## config.mk

```make
export PLATFORM = sky130hd
export DESIGN_NAME = shift_deserializer
export DESIGN_NICKNAME = d
export VERILOG_FILES = /design/src/rtl/shift_deserializer.sv
export SDC_FILE = /design/constraint.sdc
export NUM_CORES = 1
export LEC_CHECK = 0
export ABC_CLOCK_PERIOD_IN_PS = 1500
export CELL_PAD_IN_SITES_DETAIL_PLACEMENT = 1
export CELL_PAD_IN_SITES_GLOBAL_PLACEMENT = 2
export CORE_ASPECT_RATIO = 0.9
export CORE_UTILIZATION = 30
export DETAILED_ROUTE_END_ITERATION = 16
export PLACE_DENSITY_LB_ADDON = 0.1
export SLEW_MARGIN = 20
export SYNTH_ARGS = -nofsm -noshare
export SYNTH_HDL_FRONTEND = slang
export SYNTH_SLANG_ARGS = --single-unit
```

## constraint.sdc

```tcl
create_clock -name clk -period 1.5 [get_ports clk]
set_input_delay 0.375 -clock clk [delete_from_list [all_inputs] [get_ports clk]]
set_output_delay 0.375 -clock clk [all_outputs]
set_load 0.01 [all_outputs]
```

## src/rtl/shift_deserializer.sv

```systemverilog
// Serial-to-parallel receiver: reassembles WIDTH-bit frames sent MSB-first or LSB-first.
// Optional even-parity trailer bit enabled by defining DESER_PARITY_EN.
module shift_deserializer #(
    parameter int WIDTH = 4
) (
    input  logic             clk,
    input  logic             rst,
    input  logic             sin,
    input  logic             start,
    input  logic             dir,
    input  logic             ack,
    output logic [WIDTH-1:0] Q,
    output logic             valid,
    output logic             busy,
    output logic             overrun,
    output logic             parity_err
);

    localparam int CW = $clog2(WIDTH + 1);

    typedef enum logic {
        IDLE  = 1'b0,
        SHIFT = 1'b1
    } state_t;

    state_t           state_q, state_d;
    logic [WIDTH-1:0] sr_q, sr_d;
    logic [CW-1:0]    cnt_q, cnt_d;
    logic             d_q, d_d;
    logic [WIDTH-1:0] q_q, q_d;
    logic             valid_q, valid_d;
    logic             overrun_q, overrun_d;
    logic             perr_q, perr_d;

    logic             done;
    logic             perr_calc;

    // dr=0 matches a right-shift sender (LSB first), dr=1 a left-shift sender (MSB first).
    function automatic logic [WIDTH-1:0] shift_in(input logic [WIDTH-1:0] cur,
                                                  input logic b, input logic dr);
        if (dr)
            return {cur[WIDTH-2:0], b};
        else
            return {b, cur[WIDTH-1:1]};
    endfunction

    always_comb begin
        state_d   = state_q;
        sr_d      = sr_q;
        cnt_d     = cnt_q;
        d_d       = d_q;
        q_d       = q_q;
        valid_d   = valid_q;
        overrun_d = overrun_q;
        perr_d    = perr_q;
        done      = 1'b0;
        perr_calc = 1'b0;

        case (state_q)
            IDLE: begin
                if (start) begin
                    d_d     = dir;
                    sr_d    = shift_in(sr_q, sin, dir);
                    cnt_d   = CW'(1);
                    state_d = SHIFT;
                end
            end
            SHIFT: begin
                cnt_d = cnt_q + CW'(1);
`ifdef DESER_PARITY_EN
                // Trailing parity bit is checked but never enters the shift register.
                if (cnt_q == CW'(WIDTH)) begin
                    done      = 1'b1;
                    perr_calc = (^sr_q) ^ sin;
                end else begin
                    sr_d = shift_in(sr_q, sin, d_q);
                end
`else
                sr_d = shift_in(sr_q, sin, d_q);
                if (cnt_q == CW'(WIDTH - 1))
                    done = 1'b1;
`endif
                if (done) begin
                    state_d = IDLE;
                    cnt_d   = '0;
                end
            end
            default: state_d = IDLE;
        endcase

        if (done) begin
            if (!valid_q || ack) begin
                q_d     = sr_d;
                valid_d = 1'b1;
                perr_d  = perr_calc;
            end else begin
                overrun_d = 1'b1;
            end
        end else if (ack) begin
            valid_d   = 1'b0;
            overrun_d = 1'b0;
        end
    end

    always_ff @(posedge clk) begin
        if (rst) begin
            state_q   <= IDLE;
            sr_q      <= '0;
            cnt_q     <= '0;
            d_q       <= 1'b0;
            q_q       <= '0;
            valid_q   <= 1'b0;
            overrun_q <= 1'b0;
            perr_q    <= 1'b0;
        end else begin
            state_q   <= state_d;
            sr_q      <= sr_d;
            cnt_q     <= cnt_d;
            d_q       <= d_d;
            q_q       <= q_d;
            valid_q   <= valid_d;
            overrun_q <= overrun_d;
            perr_q    <= perr_d;
        end
    end

    assign Q          = q_q;
    assign valid      = valid_q;
    assign busy       = (state_q == SHIFT);
    assign overrun    = overrun_q;
    assign parity_err = perr_q;

endmodule

```

==> Word-level counts from Yosys, hierarchy flattened <==
Cells that the tools add are included.
{ "op_classes": {"add_sub_neg": 1, "eq_ne": 4, "n_mux": 18, "bitwise": 1, "reduce_logical": 7} }
{ "op_table": {"columns": ["operator", "n"], "rows": [
  ["4-bit two-way mux", 3],
  ["1-bit two-way mux", 10],
  ["4-bit case mux with 2 select lines", 1],
  ["2-bit AND reduction", 4],
  ["3-bit two-way mux", 2],
  ["3-bit case mux with 2 select lines", 1],
  ["2-bit != test, second input constant", 2],
  ["3-bit by 1-bit adder with 3-bit output, second input constant", 1],
  ["3-bit by 2-bit equality test with 1-bit output, second input constant", 1],
  ["2-bit by 1-bit != test with 1-bit output, second input constant", 1],
  ["1-bit case mux with 2 select lines", 1],
  ["2-bit nonzero test", 1],
  ["1-bit logical NOT", 1],
  ["1-bit logical OR", 1],
  ["1-bit inverter", 1]
]} }
{ "word_totals": {"ff_bits": 15, "inputBits": 6} }

==> Depth between registers and ports, before layout <==
{ "logic_depth": {"word_depth": 6, "mapped_depth": 4, "ltp_nobuf": 4} }

==> Worst setup path before layout <==
Ideal clock, no wire load.
{ "synth_timing": {"path_type": "flip-flop to flip-flop", "startpoint": "register cnt_q[0]", "endpoint": "register q_q[2], in the netlist Q[2]", "setup_ns": 0.067, "arrival_ns": 1.150, "required_time_ns": 1.433, "slack_ns": 0.283, "stages_incl_launch_ff": 5, "n_path_buf": 0, "path_cell_list": "dfxtp_1 > ha_1 > nand3b_4 > or3_1 > a21oi_2"} }
{ "synth_between": {"elab_chain_cells": 5} }
{ "synth_rtl": {"columns": ["element", "line_no", "text"], "rows": [
  ["from (decl)", "28", "logic [CW-1:0] cnt_q, cnt_d;"],
  ["from (signal assigned)", "118", "cnt_q <= cnt_d;"],
  ["3-bit by 2-bit equality test with 1-bit output", "80", "if (cnt_q == CW'(WIDTH - 1))"],
  ["1-bit two-way mux", "80", null],
  ["1-bit two-way mux (2 in series)", "59", "case (state_q)"],
  ["2-bit AND reduction (no source line)", null, null],
  ["to (signal assigned)", "120", "q_q <= q_d;"],
  ["to (decl)", "30", "logic [WIDTH-1:0] q_q, q_d;"]
]} }
Every way passes these cells. The select of a mux whose other input is x is not followed.
A chain may end at the register's enable or synchronous reset.

==> Worst setup path in the final report <==
Same ends and word-level chain as after synthesis.

==> results.cfg <==
[clock_network]
root_buffer = clkbuf_4
cts_tree = yes
cts_hold_buf = 0
cts_sinks = 15
h-tree-depth = 1
numCtsBuffers = 3
clockBufferDepth = 2
insertion_delay_ps = 290
clk_pin_slew_ps = 90

[power_and_ir_drop]
combPwrFrac_pct = 15.3
clockPowerShare_pct = 29.6
p_int_uw = 577
leakage_nw = 0.413
power.share.switching_pct = 26.2
powerDensity_nw_per_um2 = 834
seqPwrFrac_pct = 55.1
irDropWorstVdd_mv = 0.488
netSwitchingPower_uw = 205

[synthesis]
synth_area_um2 = 744
synth.avg_cell_area_um2 = 9.19
synthCells = 81
synth_nets = 88
ys_types = 29
synthTopCellsByArea = dfxtp_1 (40%), mux2i_1 (12%), a211o_1 (4.7%)
synth_top_area_share_pct = 40.3
synthFlopType = dfxtp_1
ys_ff_latch = 15
async_flop_share_pct = 0
yosysTopAreaCell = dfxtp_1
ys_seq_area_share_pct = 40.3
synth_edf_count = 0
yosysWarnings = 0

[sta]
fmax_mhz = 760
maxSlewViolCount = 0
fin_ws_ps = 185
fin_crit_ps = 1320
finClkSkew_ps = 11.1
finalHoldViolCount = 0
rsz0062_at_grt = no
setup_viol = 0
min_period_over_period_pct = 87.7

[routing]
routed-via-count = 637
via_per_inst = 5.06
drt-initial-drc-count = 2
drtPass1Iterations = 4
wl_per_cell_um = 12.8
drt-total-wl_um = 1610
antenna_left = 0
drcViolationCount = 0

[placed_design]
gp_congestion = 0.706
numPortBuffers = 12
dp_hpwl_um = 1260
place_inst = 122
dpl_worst_slack_ps = -102

[layout]
syn_to_final_growth_pct = 25.9
layout_common_cells = dfxtp_1 (15), nor2_1 (9), mux2i_1 (9), buf_4 (9), dlygate4sd2_1 (7)
num_antenna_cells = 0
final_nets = 107
layout_commonest_cell = dfxtp_1
drive_above_1_share_pct = 16.2
finalNonFillerCells = 126

[floorplan]
start_util_pct = 32.9
dieArea_um2 = 2690
core-area_um2 = 2260
io_pins = 14
die_h_um = 49.3
die_w_um = 54.5
rows = 16

[grt]
grt-ovfl-total = 0
grt_usage_pct = 15.1
antenna_found_initial = 0
grt_max_degree = 12
grt_pass1_vias = 636
grt_pass1_wl_um = 2850

[critical_path]
start_kind = flop
crit_fanout = 8
r2r_slack_ps = 180
cp.required_ps = 1740
end_kind = flop
critPathArrivalTime_ps = 1550
critPathKind = reg2reg

[run_status]
status = finished clean

[worst_hold_path]
hp-class = reg2reg

[job]
cap_viol_max_count = 0
-- synth_stat cells, drive strengths merged, types with 2 or more instances --
library cell / instances
nor2b: 2
nor2: 9
inv: 2
nand2b: 2
dfxtp: 15
nand3b: 2
a21oi: 6
buf: 6
o21ai: 9
or3: 4
mux2i: 9
a211o: 4
-- metal layers --
layer / share of wire [%] / up-vias / global-route usage, %
met5: 0 / - / 0
met3: 4.7 / 3 / 6.54
li1: - / 318 / -
met2: 44 / 12 / 23.4
met1: 50 / 304 / 18.1
met4: 1.1 / 0 / 5.13
-- cell families after synthesis --
logic type | after synthesis | synth area share [%]
AOI/OAI and AO/OA | 22 | 18.5
buffers and inverters | 9 | 7.39
other | 1 | 0.504
muxes | 9 | 12.1
DFF | 15 | 40.3
and+or+nand+nor | 24 | 19.5
adders and majority gates | 1 | 1.68
-- flip-flops by register name, indices dropped and copies added, names as in the netlist --
signal	flops
busy	1
sr_q	4
Q	4
valid	1
overrun	1
cnt_q	3
d_q	1
-- worst paths after layout --
path            start      end  cells past startpoint
min reg2reg   overrun  overrun                      2
min           overrun  overrun                      2
max reg2reg  cnt_q[0]     Q[2]                      4
max          cnt_q[0]     Q[2]                      4
-- repair_timing --
item / in CTS / in global routing
hold endpoints to repair: 0 / 0
gates resized for setup: 7 / 0
buffers inserted: 0 / 0
setup endpoints to repair: 7 / 0
-- stage by stage --
step	power, mW	TNS [ps]	cell area (um^2)	hold slack (ps)	util [%]
global route	0.836	0	937	512	41.4
CTS	0.798	0	937	483	41.4
detailed placement	0.563	-575	918	471	40.6
floorplan	0.515	0	744	432	-
finish	0.782	0	937	477	41.4
global placement	0.559	-354	918	450	40.6
-- power groups by stage --
stage,Sequential [mW],Combinational [mW],Clock [mW]
2_1_floorplan,0.437,0.0778,0
3_3_place_gp,0.440,0.120,0
3_5_place_dp,0.441,0.122,0
4_1_cts,0.431,0.121,0.246
5_1_grt,0.434,0.134,0.268
6_report,0.431,0.119,0.231
-- final cells by class --
type                       instances  area (um^2)
fill                             284         1330
multi-input combinational         57          389
sequential                        15          300
timing repair buffer              21          179
tap                               27         33.8
clock buffer                       3         22.5
inverter                           2         7.51
clock inverter                     1         5.00
-- critical path: stages (launching register included) --
cell      delay [ps]
dfxtp_1          360
ha_1             270
nand3b_4         130
or3_1            400
a21oi_2          110
Power figures use the tool's default switching activity.
